`src/rtl/madd_scan_pkg.sv`:
```
// Shared types and constants for the approximate-madd error scanner.
package madd_scan_pkg;

    typedef enum logic [2:0] {
        ST_IDLE   = 3'd0,
        ST_DRIVE  = 3'd1,
        ST_WAIT   = 3'd2,
        ST_SAMPLE = 3'd3,
        ST_DONE   = 3'd4
    } scan_state_e;

    typedef logic [5:0] vec_t;
    typedef logic [3:0] res_t;

    localparam int unsigned N_VEC = 64;

    function automatic res_t abs_diff(input res_t x, input res_t y);
        return (x >= y) ? (x - y) : (y - x);
    endfunction

endpackage

```
`src/rtl/madd_exact.sv`:
```
// Exact reference multiply-add: a*b+c on 2-bit operands packed in a 6-bit vector.
module madd_exact
    import madd_scan_pkg::*;
(
    input  vec_t vec_i,
    output res_t res_o
);

    logic [3:0] prod_s;

    // Largest result is 3*3+3 = 12, so the 4-bit sum never overflows.
    always_comb begin
        prod_s = {2'b00, vec_i[1:0]} * {2'b00, vec_i[3:2]};
        res_o  = prod_s + {2'b00, vec_i[5:4]};
    end

endmodule

```
`src/rtl/madd_err_scan.sv`:
```
// Exhaustive 64-vector error scan of an approximate 6-in/4-out madd.
// Optional sum_err accumulator is built only when MADD_ERR_SCAN_SUM_EN is defined.
module madd_err_scan
    import madd_scan_pkg::*;
#(
    parameter int SETTLE = 1
) (
    input  logic       clk,
    input  logic       rst_n,
    input  logic       start,
    input  logic       abort,
    input  logic [3:0] et_i,
    output logic [5:0] dut_in,
    input  logic [3:0] dut_out,
    output logic       busy,
    output logic       done,
    output logic [6:0] err_cnt,
    output logic [3:0] max_err,
    output logic       wce_ok,
    output logic [9:0] sum_err
);

    scan_state_e state_q, state_d;
    vec_t        vec_q, vec_d;
    vec_t        dut_in_q, dut_in_d;
    logic [2:0]  wait_q, wait_d;
    res_t        et_q, et_d;
    logic [6:0]  err_cnt_q, err_cnt_d;
    res_t        max_err_q, max_err_d;
    logic        wce_ok_q, wce_ok_d;
    logic        busy_q, busy_d;
    logic        done_q, done_d;
    res_t        exact_s;
    res_t        diff_s;
    logic        accept_s;
    logic        update_s;

    madd_exact u_exact (
        .vec_i (vec_q),
        .res_o (exact_s)
    );

    assign diff_s   = abs_diff(exact_s, dut_out);
    assign accept_s = (state_q == ST_IDLE) && start;
    // Abort wins over the sample update in the same cycle.
    assign update_s = (state_q == ST_SAMPLE) && !abort;

    // State register.
    always_ff @(posedge clk or negedge rst_n) begin
        if (!rst_n) begin
            state_q <= ST_IDLE;
            wait_q  <= 3'd0;
        end else begin
            state_q <= state_d;
            wait_q  <= wait_d;
        end
    end

    // Next-state logic; WAIT counts down SETTLE-1 cycles.
    always_comb begin
        state_d = state_q;
        wait_d  = wait_q;
        case (state_q)
            ST_IDLE: begin
                if (start) state_d = ST_DRIVE;
                else       state_d = ST_IDLE;
            end
            ST_DRIVE: begin
                if (abort) begin
                    state_d = ST_IDLE;
                end else if (SETTLE > 1) begin
                    state_d = ST_WAIT;
                    wait_d  = 3'(SETTLE - 2);
                end else begin
                    state_d = ST_SAMPLE;
                end
            end
            ST_WAIT: begin
                if (abort)               state_d = ST_IDLE;
                else if (wait_q == 3'd0) state_d = ST_SAMPLE;
                else                     wait_d  = wait_q - 3'd1;
            end
            ST_SAMPLE: begin
                if (abort)               state_d = ST_IDLE;
                else if (vec_q == 6'd63) state_d = ST_DONE;
                else                     state_d = ST_DRIVE;
            end
            ST_DONE: state_d = ST_IDLE;
            default: state_d = ST_IDLE;
        endcase
    end

    // Output and result next-values.
    always_comb begin
        vec_d     = vec_q;
        dut_in_d  = dut_in_q;
        et_d      = et_q;
        err_cnt_d = err_cnt_q;
        max_err_d = max_err_q;
        if (accept_s) begin
            et_d      = et_i;
            err_cnt_d = 7'd0;
            max_err_d = 4'd0;
            vec_d     = 6'd0;
        end else if (update_s) begin
            if (diff_s > et_q)      err_cnt_d = err_cnt_q + 7'd1;
            else                    err_cnt_d = err_cnt_q;
            if (diff_s > max_err_q) max_err_d = diff_s;
            else                    max_err_d = max_err_q;
            if (vec_q != 6'd63)     vec_d     = vec_q + 6'd1;
            else                    vec_d     = vec_q;
        end else if ((state_q == ST_DRIVE) && !abort) begin
            dut_in_d = vec_q;
        end else begin
            dut_in_d = dut_in_q;
        end
        busy_d   = (state_d == ST_DRIVE) || (state_d == ST_WAIT) || (state_d == ST_SAMPLE);
        done_d   = (state_d == ST_DONE);
        wce_ok_d = (max_err_d <= et_d);
    end

    // Result and output registers.
    always_ff @(posedge clk or negedge rst_n) begin
        if (!rst_n) begin
            vec_q     <= 6'd0;
            dut_in_q  <= 6'd0;
            et_q      <= 4'd0;
            err_cnt_q <= 7'd0;
            max_err_q <= 4'd0;
            wce_ok_q  <= 1'b1;
            busy_q    <= 1'b0;
            done_q    <= 1'b0;
        end else begin
            vec_q     <= vec_d;
            dut_in_q  <= dut_in_d;
            et_q      <= et_d;
            err_cnt_q <= err_cnt_d;
            max_err_q <= max_err_d;
            wce_ok_q  <= wce_ok_d;
            busy_q    <= busy_d;
            done_q    <= done_d;
        end
    end

`ifdef MADD_ERR_SCAN_SUM_EN
    logic [9:0] sum_q, sum_d;

    // Sum of absolute errors; 64*15 fits in 10 bits.
    always_comb begin
        if (accept_s)      sum_d = 10'd0;
        else if (update_s) sum_d = sum_q + {6'd0, diff_s};
        else               sum_d = sum_q;
    end

    // Accumulator register.
    always_ff @(posedge clk or negedge rst_n) begin
        if (!rst_n) sum_q <= 10'd0;
        else        sum_q <= sum_d;
    end

    assign sum_err = sum_q;
`else
    assign sum_err = 10'd0;
`endif

    assign dut_in  = dut_in_q;
    assign busy    = busy_q;
    assign done    = done_q;
    assign err_cnt = err_cnt_q;
    assign max_err = max_err_q;
    assign wce_ok  = wce_ok_q;

endmodule

```
`config.mk`:
```
export PLATFORM = sky130hd
export DESIGN_NAME = madd_err_scan
export DESIGN_NICKNAME = d
export VERILOG_FILES = /design/src/rtl/madd_scan_pkg.sv /design/src/rtl/madd_exact.sv /design/src/rtl/madd_err_scan.sv
export SDC_FILE = /design/constraint.sdc
export NUM_CORES = 1
export LEC_CHECK = 0
export ABC_CLOCK_PERIOD_IN_PS = 8400
export CAP_MARGIN = 15
export CORE_ASPECT_RATIO = 1.2
export CORE_MARGIN = 1.5
export CORE_UTILIZATION = 35
export CTS_CLUSTER_SIZE = 24
export DETAILED_ROUTE_END_ITERATION = 8
export GPL_TIMING_DRIVEN = 0
export PLACE_DENSITY = 0.58
export SLEW_MARGIN = 15
export SYNTH_ARGS = -nofsm -noshare
export SYNTH_HDL_FRONTEND = slang
export SYNTH_SLANG_ARGS = --single-unit
export TNS_END_PERCENT = 1
```
`constraint.sdc`:
```
create_clock -name clk -period 8.4 [get_ports clk]
set_input_delay 1.26 -clock clk [delete_from_list [all_inputs] [get_ports clk]]
set_output_delay 1.26 -clock clk [all_outputs]
set_load 0.03 [all_outputs]
```
==> results.cfg <==
[floorplan]
core_mm2 = 0.00653
dieArea_mm2 = 0.00738
die_y_um = 93.8
rows = 32
die_w_um = 78.7
initial_core_util = 0.369
top_level_ports = 42

[hold_path]
hold_class = reg -> reg
hp-start = wait_q[0]

[yosys]
syn_avg_cell_area_um2 = 10.4
yosys_warnings = 0
syn-cell-area_mm2 = 0.00241
synthArstFlopShare = 1.00
yosysSeqAreaShare = 0.375
synth_edf_count = 0
synth.ff_latch_count = 36
dominantRegCellSynth = dfrtp_1
syn_inst = 231
synth.top_cell.area_share = 0.364
yosysTopAreaCell = dfrtp_1
synth_area_leaders = dfrtp_1 36%, ha_1 14%, mux2i_1 6.7%, inv_1 3.9%, buf_4 3.4%
ys_types = 46

[finish]
fin_cells = 365
n_fill_cell = 630
fin_area_mm2 = 0.00298
final_util = 0.456
syn2layout_area_growth_pct = 23.8
diodes = 0
final_nets = 321
drive_gt1_frac = 0.139

[cts]
htree_num_levels = 2
cts_setup_buffers = 0
cts_buffer_depth = 2
clk_pin_slew_ns = 0.07
cts_tree = yes
clk_latency_ns = 0.28
cts_resized = 0
cts_buffers = 5
hold_buffers = 0
numClockSinks = 36
cts_root_buffer = clkbuf_8

[global_routing]
grt_overflow = 0
grt_use_total = 0.132
grt_pass1_vias = 1731
antenna_found_initial = 0
grt_max_degree = 29
grt_pass1_wl_mm = 7.75

[route]
dr.pass1.iters = 4
drc_errors = 0
routed_via_density = 4.64
drt_wl_total_mm = 4.36
drtIter0Drc = 50
postRouteAntennaNets = 0
drt-wirelength-per-cell_um = 12.0
route.vias.total = 1692

[sta]
max_freq_mhz = 187
maxSlewViolCount = 0
finalHoldViolations = 0
rsz0062_at_grt = false
setup_viol = 0
fin_skew_ns = 0.00416
layout_min_cycle_time_ns = 5.35
tns_ns = 0
fin_crit_sh = 0.637
holdWs_ns = 0.486

[worst_setup_path]
worstReg2RegStart = vec_q[0]
cp.arrival_ns = 5.58
cp.required_ns = 8.62
critPathLaunch = vec_q[0]
crit_chain = and2_1 > fa_1 > ha_1 > inv_1 > fa_1 > inv_1 > ha_1 > and2_1 > a221o_2 > mux2i_1 > xnor2_1 > inv_1 > ha_1 > a41o_2 > a21oi_4 > mux2i_1 > nor2_1 > ha_1 > nor2b_1 > o21ai_0 > nand2b_1 > a21oi_1 > a41o_1
rrSetupSlack_ns = 3.05
worstSetupEndpointType = flop
cpMostUsedCell = ha_1
cp_num_buf_inv = 3
start_kind = flop
critPathSlowestCell = fa_1
crit_path_max_fanout = 8
critical_path_class = reg -> reg
critPathTopFamily = adder cells
slowest_delay_ns = 0.51

[placement]
dp.cells = 357
portBuffers = 31
place_area_mm2 = 0.00287
hpwl_mm = 3.51
routabilityCongestion = 0.799

[power]
p_leak_nw = 1.46
ir_worst_vdd_mv = 0.102
power_density_mw_per_mm2 = 237

[run_status]
status = complete, no violations

[job]
maxCapViolations = 0
synthesized netlist by cell type (6+ instances only):
library cell and number:
ha_1 26, mux2_2 6, nand2b_1 7, buf_4 11
mux2i_1 16, dfrtp_1 35, nand2_1 18, o21ai_0 6
inv_1 25, a21oi_1 8, nor2_1 11
through the flow:
step           setup WS (ns)  total power, mW
5_1_grt                 2.67            0.760
4_1_cts                 3.01            0.713
6_report                3.05            0.705
3_5_place_dp            2.95            0.562
3_3_place_gp            3.03            0.556
2_1_floorplan           3.47            0.472
cells by family after synthesis:
logic type | share of synthesized area
DFF | 0.375
adders and majority gates | 0.168
AOI/OAI and AO/OA | 0.119
and+or+nand+nor | 0.135
xor gates and xnor gates | 0.0291
other | 0.00156
muxes | 0.0946
buffers and inverters | 0.0770
final timing paths:
check                      cells after the start          to
setup / recovery                              23      wce_ok
hold / removal                                 1   wait_q[0]
setup reg to reg                              23      wce_ok
hold reg to reg                                1   wait_q[0]
max in group asynchronous                      2   dut_in[2]
min in group asynchronous                      1  err_cnt[1]
cells in the final DEF (no fill, tap or decap), types with 2 or more instances in the layout:
master / netlist / layout
xnor2_1: 4 / 4
buf_4: 11 / 11
inv_1: 25 / 25
nor2_1: 11 / 11
o2111ai_1: 2 / 2
mux2i_1: 16 / 16
nand2b_1: 7 / 7
buf_2: 1 / 2
nand3_1: 2 / 2
ha_1: 26 / 26
nor2b_1: 4 / 4
clkbuf_1: 1 / 2
nand4_1: 3 / 3
clkdlybuf4s50_1: 0 / 30
nand3b_1: 2 / 2
xor2_1: 4 / 4
and2_1: 4 / 4
mux2_2: 6 / 6
clkbuf_8: 0 / 5
conb_1: 1 / 10
a21oi_1: 8 / 8
a21o_1: 2 / 2
nand2_1: 18 / 18
or2_2: 2 / 2
dfrtp_1: 35 / 35
fa_1: 4 / 4
o211ai_1: 3 / 3
o21a_1: 3 / 3
o21ai_0: 6 / 6
and4_1: 2 / 2
power by group:
group          internal (mW)  switching [mW]
Sequential             0.215          0.0320
Clock                 0.0881          0.0619
Combinational          0.136           0.172
sequential cells by signal, summed over array words and instances, names as in the netlist:
name / count
wce_ok: 1
busy: 1
vec_q: 6
state_q: 3
max_err: 4
wait_q: 3
err_cnt: 7
done: 1
et_q: 4
dut_in: 6
area by class of cell:
type / count / area (um2) / area share
clock buffers: 6 / 72.6 / 0.0244
repair buffers: 32 / 325 / 0.109
flip-flops and latches: 36 / 902 / 0.303
plain buffers: 13 / 91.3 / 0.0307
inverters: 25 / 93.8 / 0.0315
well taps: 85 / 106 / 0.0357
clock inverters: 2 / 35.0 / 0.0118
multi-input cells: 166 / 1350 / 0.454
metal layers:
layer,track usage,wire length (um),up-vias
li1,-,-,863
met1,0.164,1970,797
met2,0.228,2190,26
met3,0.0272,156,6
met4,0.0402,46,0
met5,0,0,-
(Power assumes the default switching activity.)
